[src/rtl/work_loader_pkg.sv]
// Shared types and defaults for the work_loader host front end.
// The inter-byte timeout is enabled with the WORK_TIMEOUT_EN macro.
package work_loader_pkg;

    typedef enum logic [2:0] {
        IDLE   = 3'd0,
        LOAD   = 3'd1,
        SOLVE  = 3'd2,
        REPORT = 3'd3,
        ACK    = 3'd4
    } state_e;

    localparam logic [7:0] START_BYTE_DEF = 8'hA5;
    localparam int         MID_WORDS_DEF  = 8;
    localparam int         HEAD_WORDS_DEF = 16;
    localparam int         TOTAL_WORDS    = MID_WORDS_DEF + HEAD_WORDS_DEF;

endpackage

[src/rtl/work_loader_nonce_serializer.sv]
// Sends a 32-bit nonce as four bytes, MSB first, over a valid/ready link.
// done_o pulses for one cycle after the last byte has been accepted.
module nonce_serializer (
    input  logic        clk,
    input  logic        n_rst,
    input  logic        load_i,
    input  logic [31:0] nonce_i,
    input  logic        tx_ready_i,
    output logic [7:0]  tx_data_o,
    output logic        tx_valid_o,
    output logic        done_o
);

    logic [31:0] data_q, data_d;
    logic [1:0]  cnt_q, cnt_d;
    logic        valid_q, valid_d;
    logic        done_q, done_d;

    // Handshake: a byte transfers on any cycle with tx_valid_o && tx_ready_i;
    // until then tx_valid_o stays high and tx_data_o does not change.
    always_comb begin
        data_d  = data_q;
        cnt_d   = cnt_q;
        valid_d = valid_q;
        done_d  = 1'b0;
        if (load_i) begin
            data_d  = nonce_i;
            cnt_d   = 2'd0;
            valid_d = 1'b1;
        end else if (valid_q && tx_ready_i) begin
            data_d = {data_q[23:0], 8'h00};
            cnt_d  = cnt_q + 2'd1;
            if (cnt_q == 2'd3) begin
                valid_d = 1'b0;
                done_d  = 1'b1;
            end
        end
    end

    always_ff @(posedge clk or negedge n_rst) begin
        if (!n_rst) begin
            data_q  <= '0;
            cnt_q   <= '0;
            valid_q <= 1'b0;
            done_q  <= 1'b0;
        end else begin
            data_q  <= data_d;
            cnt_q   <= cnt_d;
            valid_q <= valid_d;
            done_q  <= done_d;
        end
    end

    assign tx_data_o  = data_q[31:24];
    assign tx_valid_o = valid_q;
    assign done_o     = done_q;

endmodule

[src/rtl/work_loader.sv]
// Packs UART bytes into midstate/header words for the SHA core and returns
// the golden nonce to the host. WORK_TIMEOUT_EN adds an inter-byte timeout in LOAD.
module work_loader
  import work_loader_pkg::*;
#(
  parameter int         TIMEOUT_CYCLES = 1000000,
  parameter logic [7:0] START_BYTE = START_BYTE_DEF,
  parameter int         MID_WORDS  = MID_WORDS_DEF,
  parameter int         HEAD_WORDS = HEAD_WORDS_DEF
) (
  input  logic        clk,
  input  logic        n_rst,
  input  logic [7:0]  rx_data,
  input  logic        rx_valid,
  output logic [7:0]  tx_data,
  output logic        tx_valid,
  input  logic        tx_ready,
  output logic        start_found,
  output logic [31:0] in_data,
  output logic        shift_in_enable,
  input  logic        sol_claim,
  input  logic [31:0] out_data,
  output logic        sol_response,
  output logic        busy,
  output state_e      state_o
);

  localparam logic [4:0] LAST_WORD = 5'(MID_WORDS + HEAD_WORDS - 1);

  state_e      state_q, state_d;
  logic [1:0]  byte_cnt_q, byte_cnt_d;
  logic [4:0]  word_cnt_q, word_cnt_d;
  logic [23:0] acc_q, acc_d;
  logic [31:0] in_data_q, in_data_d;
  logic        shift_en_q, shift_en_d;
  logic        start_q, start_d;
  logic        ser_load;
  logic        ser_done;
  logic        rx_start;

  assign rx_start = rx_valid && (rx_data == START_BYTE);

`ifdef WORK_TIMEOUT_EN
  localparam int TW = $clog2(TIMEOUT_CYCLES);

  logic [TW-1:0] tmo_q, tmo_d;
  logic          tmo_hit;

  assign tmo_hit = (tmo_q == TW'(TIMEOUT_CYCLES - 1));
  // Counts idle cycles only while loading; any accepted byte restarts it.
  assign tmo_d   = (state_q != LOAD || rx_valid) ? '0 : tmo_q + 1'b1;

  always_ff @(posedge clk or negedge n_rst) begin
    if (!n_rst) begin
      tmo_q <= '0;
    end else begin
      tmo_q <= tmo_d;
    end
  end
`endif

  always_comb begin
    state_d    = state_q;
    byte_cnt_d = byte_cnt_q;
    word_cnt_d = word_cnt_q;
    acc_d      = acc_q;
    in_data_d  = in_data_q;
    shift_en_d = 1'b0;
    start_d    = 1'b0;
    ser_load   = 1'b0;
    case (state_q)
      IDLE: begin
        if (rx_start) begin
          start_d    = 1'b1;
          state_d    = LOAD;
          byte_cnt_d = '0;
          word_cnt_d = '0;
          acc_d      = '0;
        end
      end
      LOAD: begin
        // START_BYTE is ordinary payload here; bytes pack big-endian.
        if (rx_valid) begin
          if (byte_cnt_q == 2'd3) begin
            in_data_d  = {acc_q, rx_data};
            shift_en_d = 1'b1;
            byte_cnt_d = '0;
            word_cnt_d = word_cnt_q + 5'd1;
            if (word_cnt_q == LAST_WORD) begin
              state_d = SOLVE;
            end
          end else begin
            acc_d      = {acc_q[15:0], rx_data};
            byte_cnt_d = byte_cnt_q + 2'd1;
          end
        end
`ifdef WORK_TIMEOUT_EN
        else if (tmo_hit) begin
          state_d = IDLE;
        end
`endif
      end
      SOLVE: begin
        // A claim outranks a simultaneous start byte, which is dropped.
        if (sol_claim) begin
          ser_load = 1'b1;
          state_d  = REPORT;
        end else if (rx_start) begin
          start_d    = 1'b1;
          state_d    = LOAD;
          byte_cnt_d = '0;
          word_cnt_d = '0;
          acc_d      = '0;
        end
      end
      REPORT: begin
        if (ser_done) begin
          state_d = ACK;
        end
      end
      ACK: begin
        state_d = IDLE;
      end
      default: begin
        state_d = IDLE;
      end
    endcase
  end

  always_ff @(posedge clk or negedge n_rst) begin
    if (!n_rst) begin
      state_q    <= IDLE;
      byte_cnt_q <= '0;
      word_cnt_q <= '0;
      acc_q      <= '0;
      in_data_q  <= '0;
      shift_en_q <= 1'b0;
      start_q    <= 1'b0;
    end else begin
      state_q    <= state_d;
      byte_cnt_q <= byte_cnt_d;
      word_cnt_q <= word_cnt_d;
      acc_q      <= acc_d;
      in_data_q  <= in_data_d;
      shift_en_q <= shift_en_d;
      start_q    <= start_d;
    end
  end

  nonce_serializer u_ser (
    .clk        (clk),
    .n_rst      (n_rst),
    .load_i     (ser_load),
    .nonce_i    (out_data),
    .tx_ready_i (tx_ready),
    .tx_data_o  (tx_data),
    .tx_valid_o (tx_valid),
    .done_o     (ser_done)
  );

  assign start_found     = start_q;
  assign in_data         = in_data_q;
  assign shift_in_enable = shift_en_q;
  assign sol_response    = (state_q == ACK);
  assign busy            = (state_q != IDLE);
  assign state_o         = state_q;

endmodule

[config.mk]
export PLATFORM = sky130hd
export DESIGN_NAME = work_loader
export DESIGN_NICKNAME = d
export VERILOG_FILES = /design/src/rtl/work_loader_pkg.sv /design/src/rtl/work_loader_nonce_serializer.sv /design/src/rtl/work_loader.sv
export SDC_FILE = /design/constraint.sdc
export NUM_CORES = 1
export LEC_CHECK = 0
export ABC_AREA = 1
export BUFFER_PORTS_ARGS = -buffer_cell sky130_fd_sc_hd__buf_2
export CAP_MARGIN = 20
export CELL_PAD_IN_SITES_DETAIL_PLACEMENT = 1
export CELL_PAD_IN_SITES_GLOBAL_PLACEMENT = 2
export CORE_ASPECT_RATIO = 1.25
export CORE_MARGIN = 2
export CORE_UTILIZATION = 32
export DETAILED_ROUTE_END_ITERATION = 8
export GPL_ROUTABILITY_DRIVEN = 1
export HOLD_SLACK_MARGIN = 0.02
export PLACE_DENSITY = 0.86
export SLEW_MARGIN = 20
export SYNTH_ARGS = -nofsm -noshare
export SYNTH_HDL_FRONTEND = slang
export SYNTH_SLANG_ARGS = --single-unit
[constraint.sdc]
create_clock -name clk -period 1.7 [get_ports clk]
set_input_delay 0.085 -clock clk [delete_from_list [all_inputs] [get_ports clk]]
set_output_delay 0.085 -clock clk [all_outputs]
set_load 0.05 [all_outputs]
After elaboration in Yosys (flattened, before gate mapping)
Index checks and enable logic that the tools add are counted. Widths: inputs -> output; s select.

Register bits after elaboration: 104. Latch bits: 0. RAM bits: 0. Memory bits (read-only): 0. Input bits: 45. Output and inout bits: 48. Memories kept: 0.

$add $sub $neg: 3. Multiply operators: 0. Div/mod/pow operators: 0. $lt $le $gt $ge: 0. Equal/unequal tests: 14. Shifts and indexed selects: 0. Muxes and demuxes: 40. Bitwise operators: 0. Reduce and logical (&&, ||, !) cells: 13.

Operator list (number): $mux 24 (4); $pmux 24 s3 (1); $mux 32 (2); $mux 5 (4); $mux 3 (6); $pmux 5 s3 (1); $mux 1 (13); $mux 2 (6); $pmux 3 s4 (1); $reduce_and 4->1 (3); $ne 2x2->1 const B (5); $eq 8x8->1 const B (1); $eq 3x2->1 const B (2); $pmux 2 s3 (1); $reduce_and 3->1 (2); $reduce_bool 3->1 (2); $add 5x1->5 const B (1); $eq 5x5->1 const B (1); $add 2x1->2 const B (2); $eq 2x2->1 const B (2); $reduce_bool 2->1 (2); $eq 3x1->1 const B (1); $eq 3x3->1 const B (1); $logic_not 3->1 (1); 4 further kinds (5).

Logic depth before layout (Yosys ltp)
Gate-level depths: netlist of run 1.

Depth after elaboration: 5. Mapped depth: 9. Mapped depth without buffers: 8.

By module
From an unflattened synthesis of run 1, not the netlist that was laid out.

Cell total of the unflattened synthesis: 584. Area total of the unflattened synthesis: 4789.6 um^2.

Modules (own cells, without submodules): work_loader (times used 1, cells each 349, area an instance 2961.6 um^2, seq. area each 1701.6 um^2); nonce_serializer (times used 1, cells each 235, area an instance 1828.0 um^2, seq. area each 900.9 um^2).

Worst setup path before layout of run 1
OpenSTA, ideal clock, no wires.

Path kind: register -> output. From: register state_q[2], in the netlist state_o[2]. To: output port sol_response. Data arrival time: 1949 ps. Required time: 1615 ps. Setup slack: -334 ps. Stages on the path, launching flop included: 3. Path buffers: 0. Cells stage by stage: dfrtp_1 inv_1 nor3_1.

Cells in the longest elaborated chain, start to end: 1.

Ends and longest elaborated chain: start, declared (RTL line work_loader.sv:30) `state_e state_q, state_d;`; start signal, assigned (RTL line work_loader.sv:140) `state_q <= state_d;`; $eq 3x3->1 (RTL line work_loader.sv:164) `assign sol_response = (state_q == ACK);`; end, declared (RTL line work_loader.sv:23) `output logic sol_response,`.

Every way passes these cells.

Worst setup path in the final report of run 1
From: register state_q[2], in the netlist state_o[2]. To: register in_data_q[8], in the netlist in_data[8].

Cells in the longest elaborated chain, start to end: 2.

Ends and longest elaborated chain: $eq 3x1->1 (RTL line work_loader.sv:71) `case (state_q)`; $reduce_and 3->1 (no source line); end signal, assigned (RTL line work_loader.sv:144) `in_data_q <= in_data_d;`; end, declared (RTL line work_loader.sv:34) `logic [31:0] in_data_q, in_data_d;`.

Every way passes these cells. A chain may end at the register's enable or synchronous reset.

==> impl_metrics.prom, run 1 <==
# TYPE chip_impl_metric gauge
chip_impl_info{name="status",value="completed"} 1
chip_impl_info{name="globalRoute.busiestLayer",value="met2"} 1
chip_impl_metric{name="area_grow_syn2layout",unit="%"} 30.4
chip_impl_metric{name="floorplan.rows",unit=""} 49
chip_impl_metric{name="num-fill-cells",unit=""} 1694
chip_impl_metric{name="postSynthNetCount",unit=""} 586
chip_impl_metric{name="max_cap_violations",unit=""} 0
chip_impl_metric{name="postSynthCellCount",unit=""} 538
chip_impl_metric{name="layout_min_cycle_time",unit="ns"} 1.58
chip_impl_metric{name="ys_warn_count",unit=""} 0
chip_impl_metric{name="die_height",unit="um"} 138
chip_impl_metric{name="path_max_fanout",unit=""} 16
chip_impl_metric{name="clkLatencyLatePin",unit="ns"} 0.35
chip_impl_metric{name="num-nets-final",unit=""} 710
chip_impl_metric{name="netlist-cell-type-count",unit=""} 26
chip_impl_metric{name="groute.layer.met2.usage",unit="%"} 30.6
chip_impl_metric{name="drv_slew",unit=""} 0
chip_impl_metric{name="synthAdderAreaFrac",unit="%"} 0.815
chip_impl_metric{name="share_of_the_clock_period_used_by_the_worst_path",unit="%"} 92.7
chip_impl_metric{name="critical_path_required",unit="ns"} 1.99
chip_impl_metric{name="grt_first_pass_wirelength",unit="um"} 21100
chip_impl_metric{name="ff2ff_path_depth",unit=""} 9
chip_impl_metric{name="power.static_leakage",unit="nW"} 3.27
chip_impl_metric{name="design.portCount",unit=""} 93
chip_impl_metric{name="worst_pin_slew",unit="ns"} 0.423
chip_impl_info{name="crit_path_start_kind",value="flop"} 1
chip_impl_metric{name="die_x",unit="um"} 111
chip_impl_info{name="dominant_combinational_cell_family_by_area_after_synthesis",value="simple AND/OR/NAND/NOR gates"} 1
chip_impl_info{name="worst-setup-path-type",value="reg2reg"} 1
chip_impl_metric{name="synth.avg_cell_area",unit="um2"} 8.56
chip_impl_metric{name="xor_xnor_fraction_of_synth_area",unit="%"} 0
chip_impl_metric{name="clock_skew",unit="ns"} 0.00710
chip_impl_metric{name="cts-htree-levels",unit=""} 3
chip_impl_metric{name="number_of_global_route_vias_before_repair",unit=""} 4233
chip_impl_metric{name="cts_made_buffers",unit=""} 9
chip_impl_metric{name="hold_depth",unit=""} 3
chip_impl_metric{name="grt_use_total",unit="%"} 16.9
chip_impl_metric{name="finalSetupViolCount",unit=""} 0
chip_impl_metric{name="timing.critical_path.arrival",unit="ns"} 1.86
chip_impl_metric{name="synth_compound_gate_area_share",unit="%"} 1.01
chip_impl_metric{name="path_clk_slew",unit="ns"} 0.07
chip_impl_metric{name="power.density_cell_area",unit="mW/mm2"} 789
chip_impl_metric{name="gp_congestion",unit=""} 0.791
chip_impl_metric{name="place_hpwl",unit="um"} 8430
chip_impl_info{name="tritoncts_clock_tree",value="built"} 1
chip_impl_metric{name="die_area",unit="mm2"} 0.0154
chip_impl_metric{name="hold_viol_final",unit=""} 0
chip_impl_metric{name="synth-seq-area-share",unit="%"} 56.5
chip_impl_metric{name="initial_core_util",unit="%"} 32.4
chip_impl_metric{name="grt_util_met1",unit="%"} 20.1
chip_impl_metric{name="post_synth_and_or_nand_nor_area_fraction",unit="%"} 35.0
chip_impl_metric{name="grt_remaining_overflow",unit=""} 0
chip_impl_metric{name="coreArea",unit="mm2"} 0.0142
chip_impl_info{name="hold_path_startpoint",value="rx_data[2]"} 1
chip_impl_metric{name="synth.ff_latch_count",unit=""} 104
chip_impl_metric{name="synth_top_area_share",unit="%"} 56.5
chip_impl_info{name="post_synth_main_area_contributors",value="sky130_fd_sc_hd__dfrtp_1 57%, sky130_fd_sc_hd__nand2_1 18%, sky130_fd_sc_hd__nand3_1 9.3%, sky130_fd_sc_hd__nand4_1 4.1%, sky130_fd_sc_hd__buf_4 2.1%"} 1
chip_impl_metric{name="drive_above_1_share",unit="%"} 22.3
chip_impl_info{name="layout.cells.most_common",value="sky130_fd_sc_hd__nand2_1"} 1
chip_impl_info{name="hold_path.class",value="in2reg"} 1
chip_impl_metric{name="post_drt_wl_per_cell",unit="um"} 15.4
chip_impl_info{name="holdPathEnd",value="acc_q[2]"} 1
chip_impl_info{name="endpoint_of_the_most_critical_register_to_register_path",value="in_data[8]"} 1
chip_impl_info{name="crit_path_end_kind",value="flop"} 1
chip_impl_metric{name="drc",unit=""} 0
chip_impl_metric{name="fin_hold_ws",unit="ns"} 0.0324
chip_impl_metric{name="max_freq",unit="MHz"} 635
chip_impl_metric{name="proportion_of_synthesized_area_in_mux_cells",unit="%"} 0
chip_impl_metric{name="port_buffer_count",unit=""} 92
chip_impl_metric{name="avgViaCountPerCell",unit=""} 4.87
chip_impl_metric{name="number_of_vias_after_detailed_routing",unit=""} 4116
chip_impl_metric{name="clock_sinks",unit=""} 104
chip_impl_info{name="synth_largest_area_cell",value="sky130_fd_sc_hd__dfrtp_1"} 1
chip_impl_metric{name="grtUsageMet3",unit="%"} 3.64
chip_impl_metric{name="starting_drc_count_in_detailed_routing",unit=""} 174
chip_impl_metric{name="timing.slew.headroom",unit="%"} 71.8
chip_impl_metric{name="grt_antenna_before_repair",unit=""} 0
chip_impl_metric{name="drt_wl_total",unit="um"} 13000
chip_impl_metric{name="n_antenna_cell",unit=""} 0
chip_impl_metric{name="ctsLongestPathBuffers",unit=""} 2
chip_impl_info{name="critical_r2r_launch",value="state_o[2]"} 1
chip_impl_metric{name="drtAntennaViolNets",unit=""} 0
chip_impl_metric{name="power",unit="W"} 0.00474
chip_impl_info{name="setup_repair_after_global_routing_missed_its_margin",value="no"} 1
chip_impl_info{name="clock_tree_root_driver_cell",value="sky130_fd_sc_hd__clkbuf_16"} 1
chip_impl_info{name="mostFrequentLayoutCells",value="218 x sky130_fd_sc_hd__nand2_1, 103 x sky130_fd_sc_hd__dfrtp_1, 91 x sky130_fd_sc_hd__buf_2"} 1
chip_impl_metric{name="setup.reg_to_reg.worst_slack",unit="ns"} 0.12
chip_impl_metric{name="synth.cell_area",unit="mm2"} 0.00461
chip_impl_metric{name="first_pass_iters",unit=""} 5
chip_impl_metric{name="irDropWorstVdd",unit="V"} 0.000395
chip_impl_metric{name="maximum_number_of_pins_on_one_net_before_global_route_repair",unit=""} 59
## cell families (layout without fill, tap and decap cells)
family                   count (synthesis)  after routing
adder cells (fa/ha/maj)                  3              3
AND/OR/NAND/NOR                        364            366
flip-flops                             104            104
buffers and inverters                   58            185
AO/OA/AOI/OAI                            9              9
## metal layers
metal,part of all wire [%],wire [um],up-vias
met1,42,5510,2038
met5,0,0,-
li1,-,-,1995
met2,54,6980,72
met4,1.3,163,0
met3,2.9,377,11
## worst max-delay path by stage
| stage | startpoint | to | slack [ns] | depth (start not counted) |
|---|---|---|---|---|
| 6_report | state_o[2] | in_data[8] | 0.12 | 9 |
| 5_1_grt | rx_data[0] | byte_cnt_q[1] | 0.003 | 10 |
| 4_1_cts | state_o[0] | acc_q[21] | 0.002 | 8 |
| 3_5_place_dp | state_o[0] | word_cnt_q[0] | -0.02 | 7 |
| 3_3_place_gp | state_o[0] | word_cnt_q[0] | 0.07 | 7 |
| 2_1_floorplan | state_o[2] | acc_q[13] | -0.001 | 9 |
## Yosys cell counts, drive strengths merged
master	number
buf	29
nand3	89
or2	1
inv	19
a31oi	1
clkinv	1
o21ai	7
nor4	1
nand4	30
nor3	3
nor2	18
dfrtp	104
clkbuf	9
a21oi	1
ha	3
nand2	222
## critical path: stages (launching register included)
cell	delay, ns
sky130_fd_sc_hd__dfrtp_1	0.43
sky130_fd_sc_hd__inv_2	0.11
sky130_fd_sc_hd__nand3_4	0.13
sky130_fd_sc_hd__inv_2	0.12
sky130_fd_sc_hd__nand2_4	0.10
sky130_fd_sc_hd__nor2_4	0.19
sky130_fd_sc_hd__buf_4	0.15
sky130_fd_sc_hd__buf_12	0.14
sky130_fd_sc_hd__nand2_1	0.07
sky130_fd_sc_hd__nand2_1	0.08
## flip-flops by register name, indices dropped and copies added, names as in the netlist, 2 cells and up
register      cells
state_o           3
in_data          32
byte_cnt_q        2
acc_q            24
u_ser.data_q     32
word_cnt_q        5
u_ser.cnt_q       2
## power by group
part           internal [W]  switching (W)  leakage, nW
logic              0.000117       0.000141         1.71
registers           0.00248     0.00000684         1.42
clock network       0.00104       0.000953        0.135
## metrics by stage
stage / cells / utilization (%) / instance area [um2] / setup slack, ns / setup TNS [ns]
finish: 845 / 42.2 / 6010 / 0.125 / 0
CTS: 840 / 41.5 / 5910 / 0.00159 / 0
global route: 845 / 42.2 / 6010 / 0.00341 / 0
detailed placement: 785 / 36.8 / 5230 / -0.0185 / -0.0368
global placement: 785 / 36.8 / 5230 / 0.0714 / 0
floorplan: 538 / - / 4610 / -0.00119 / -0.0119
## layout make-up
type | instances | area (um2) | area share [%]
sequential | 104 | 2600 | 43.4
multi-input combinational | 378 | 1740 | 29.0
timing repair buffer | 149 | 1070 | 17.9
clock buffer | 10 | 239 | 3.98
tap | 178 | 223 | 3.71
inverter | 20 | 82.6 | 1.38
clock inverter | 6 | 42.5 | 0.708
## timing repair
item                                    4_1_cts  5_1_grt
hold buffers                                 39        0
pin swaps                                     1        2
setup buffers                                 0        2
gates resized for setup                       2       11
endpoints found under the hold margin       110        0
endpoints found under the setup margin       11       82
gates cloned                                  0        3
(Power assumes the default switching activity.)
==> run 2: changes to the inputs <==
CORE_MARGIN = unset   (was 2)
==> run 2 against run 1 <==
Against the previous run: hold slack worse by 0.0044 ns; fmax down 2.3%; sequential share of layout area up 0.73 points; critical endpoint is now in_data[31].
==> impl_metrics.prom, run 2 (same netlist as run 1, synthesis figures left out) <==
# TYPE chip_impl_metric gauge
chip_impl_info{name="status",value="completed"} 1
chip_impl_info{name="cp-startpoint",value="state_o[2]"} 1
chip_impl_metric{name="drtAntennaViolNets",unit=""} 0
chip_impl_metric{name="timing.slew.headroom",unit="%"} 61.2
chip_impl_metric{name="number_of_global_route_vias_before_repair",unit=""} 4077
chip_impl_metric{name="share_clk_of_total_power",unit="%"} 42.8
chip_impl_metric{name="grt_util_met1",unit="%"} 21.6
chip_impl_metric{name="gp_congestion",unit=""} 0.712
chip_impl_info{name="setup_repair_after_global_routing_missed_its_margin",value="yes"} 1
chip_impl_metric{name="initial_core_util",unit="%"} 33.1
chip_impl_metric{name="timing.critical_path.arrival",unit="ns"} 1.90
chip_impl_metric{name="maximum_number_of_pins_on_one_net_before_global_route_repair",unit=""} 105
chip_impl_info{name="layout.cells.most_common",value="sky130_fd_sc_hd__nand2_1"} 1
chip_impl_metric{name="clkLatencyLatePin",unit="ns"} 0.35
chip_impl_metric{name="cell_internal_pwr",unit="W"} 0.00365
chip_impl_metric{name="grtUsageMet3",unit="%"} 2.49
chip_impl_metric{name="grt_use_total",unit="%"} 17.3
chip_impl_metric{name="p_sw_share",unit="%"} 23.8
chip_impl_metric{name="drive_above_1_share",unit="%"} 21.7
chip_impl_metric{name="place_hpwl",unit="um"} 7760
chip_impl_metric{name="coreArea",unit="mm2"} 0.0139
chip_impl_metric{name="num-nets-final",unit=""} 701
chip_impl_metric{name="starting_drc_count_in_detailed_routing",unit=""} 187
chip_impl_info{name="globalRoute.busiestLayer",value="met2"} 1
chip_impl_info{name="clock_tree_root_driver_cell",value="sky130_fd_sc_hd__clkbuf_16"} 1
chip_impl_metric{name="irDropWorstVdd",unit="V"} 0.000443
chip_impl_metric{name="finalSetupViolCount",unit=""} 0
chip_impl_info{name="crit_path_end_kind",value="flop"} 1
chip_impl_metric{name="cts-htree-levels",unit=""} 3
chip_impl_metric{name="layout_setup_ws",unit="ns"} 0.0877
chip_impl_metric{name="pre_cts_ws",unit="ns"} -0.0176
chip_impl_metric{name="power.density_cell_area",unit="mW/mm2"} 810
chip_impl_metric{name="ctsLongestPathBuffers",unit=""} 2
chip_impl_metric{name="fin_util",unit="%"} 42.4
chip_impl_info{name="tritoncts_clock_tree",value="built"} 1
chip_impl_info{name="mostFrequentLayoutCells",value="218 x sky130_fd_sc_hd__nand2_1, 102 x sky130_fd_sc_hd__dfrtp_1, 91 x sky130_fd_sc_hd__buf_2"} 1
chip_impl_metric{name="layout_min_cycle_time",unit="ns"} 1.61
chip_impl_metric{name="grt_antenna_before_repair",unit=""} 0
chip_impl_metric{name="die_height",unit="um"} 136
chip_impl_metric{name="power.static_leakage",unit="nW"} 3.22
chip_impl_metric{name="area_grow_syn2layout",unit="%"} 28.3
chip_impl_metric{name="die_x",unit="um"} 109
chip_impl_info{name="crit_path_start_kind",value="flop"} 1
chip_impl_metric{name="cts_made_buffers",unit=""} 9
chip_impl_metric{name="drc",unit=""} 0
chip_impl_metric{name="grt_remaining_overflow",unit=""} 0
chip_impl_metric{name="number_of_vias_after_detailed_routing",unit=""} 3982
chip_impl_metric{name="comb_power_share",unit="%"} 5.2
chip_impl_metric{name="n_antenna_cell",unit=""} 0
chip_impl_metric{name="hold_viol_final",unit=""} 0
chip_impl_info{name="critical_r2r_launch",value="state_o[2]"} 1
chip_impl_metric{name="clock_skew",unit="ns"} 0.00829
chip_impl_metric{name="design.portCount",unit=""} 93
chip_impl_metric{name="path_clk_slew",unit="ns"} 0.08
chip_impl_metric{name="groute.layer.met2.usage",unit="%"} 30.6
chip_impl_info{name="hold_path.class",value="in2reg"} 1
chip_impl_metric{name="first_pass_iters",unit=""} 4
chip_impl_metric{name="max_cap_violations",unit=""} 0
chip_impl_metric{name="port_buffer_count",unit=""} 92
chip_impl_metric{name="die_area",unit="mm2"} 0.0149
chip_impl_metric{name="path_max_fanout",unit=""} 31
chip_impl_metric{name="critical_path_required",unit="ns"} 1.99
chip_impl_metric{name="fin_hold_ws",unit="ns"} 0.0280
chip_impl_metric{name="worst_pin_slew",unit="ns"} 0.582
chip_impl_metric{name="grt_first_pass_wirelength",unit="um"} 20300
chip_impl_metric{name="drt_wl_total",unit="um"} 12200
chip_impl_metric{name="avgViaCountPerCell",unit=""} 4.78
chip_impl_metric{name="clock_sinks",unit=""} 104
chip_impl_metric{name="share_of_the_clock_period_used_by_the_worst_path",unit="%"} 94.8
chip_impl_metric{name="p_seq_share",unit="%"} 52.0
chip_impl_info{name="worst-setup-path-type",value="reg2reg"} 1
chip_impl_info{name="hold_path_startpoint",value="rx_data[7]"} 1
chip_impl_metric{name="floorplan.rows",unit=""} 48
chip_impl_metric{name="post_drt_wl_per_cell",unit="um"} 14.7
chip_impl_metric{name="netSwitchingPower",unit="W"} 0.00114
chip_impl_metric{name="drv_slew",unit=""} 0
chip_impl_metric{name="max_freq",unit="MHz"} 620
[run 2: changes by cell type in the layout (fill, tap and decap cells not counted), sizes merged]
cell         previous run  this run
clkinvlp                2         1
buf                   109       104
dlygate4sd3            39        37
nand3                  91        90
clkbuf                 11        10
inv                    21        22
[run 2: cell type report]
cell class | count | area [um2]
multi-input cells | 377 | 1730
fillers | 1708 | 8020
clock buffers | 10 | 239
flip-flops and latches | 104 | 2610
repair buffers | 141 | 988
clock inverters | 6 | 50.0
well taps | 175 | 219
inverters | 20 | 80.1
[run 2: what timing repair did]
item / in CTS / in global routing
gates cloned: 0 / 1
pin swaps: 0 / 1
buffers inserted: 0 / 0
endpoints found under the hold margin: 140 / 0
hold buffers: 37 / 0
resized for setup: 3 / 9
setup endpoints to repair: 7 / 33
[run 2: power groups by stage]
| stage | clock, W | combinational (W) | sequential (W) |
|---|---|---|---|
| 6_report | 0.00205 | 0.000249 | 0.00249 |
| 5_1_grt | 0.00219 | 0.000273 | 0.00249 |
| 4_1_cts | 0.00210 | 0.000252 | 0.00249 |
| 3_5_place_dp | 0 | 0.000187 | 0.00254 |
| 3_3_place_gp | 0 | 0.000185 | 0.00254 |
| 2_1_floorplan | 0 | 0.0000168 | 0.00257 |
[run 2: worst paths after layout]
path                                to  slack (ns)  depth (start not counted)
hold / removal              in_data[7]        0.03                          3
max in group asynchronous   state_o[0]        0.88                          3
setup reg to reg           in_data[31]        0.09                          8
setup / recovery           in_data[31]        0.09                          8
min in group asynchronous   in_data[7]        0.32                          3
hold reg to reg            in_data[24]        0.47                          2
[run 2: metal layers]
layer	share of wire (%)	up-vias	wire (um)
met2	52	79	6350
met3	2.9	10	353
met4	1.1	0	134
met1	44	1909	5370
li1	-	1984	-
met5	0	-	0
[run 2: through the flow]
stage | total power (W) | setup TNS (ns) | cell area [um2] | std cells
after floorplan | 0.00259 | -0.0119 | 4610 | 538
final | 0.00479 | 0 | 5910 | 833
after global placement | 0.00272 | 0 | 5200 | 779
after global routing | 0.00495 | -0.0287 | 5910 | 833
after CTS | 0.00484 | 0 | 5870 | 832
after detailed placement | 0.00273 | -0.0176 | 5200 | 779
[run 2: worst max-delay path, stage by stage (launching register included)]
cell	delay, ns
sky130_fd_sc_hd__dfrtp_2	0.46
sky130_fd_sc_hd__inv_2	0.10
sky130_fd_sc_hd__nand3_4	0.12
sky130_fd_sc_hd__inv_2	0.10
sky130_fd_sc_hd__nand2_2	0.13
sky130_fd_sc_hd__nor2_4	0.19
sky130_fd_sc_hd__buf_8	0.23
sky130_fd_sc_hd__nand2_1	0.12
sky130_fd_sc_hd__nand2_1	0.08
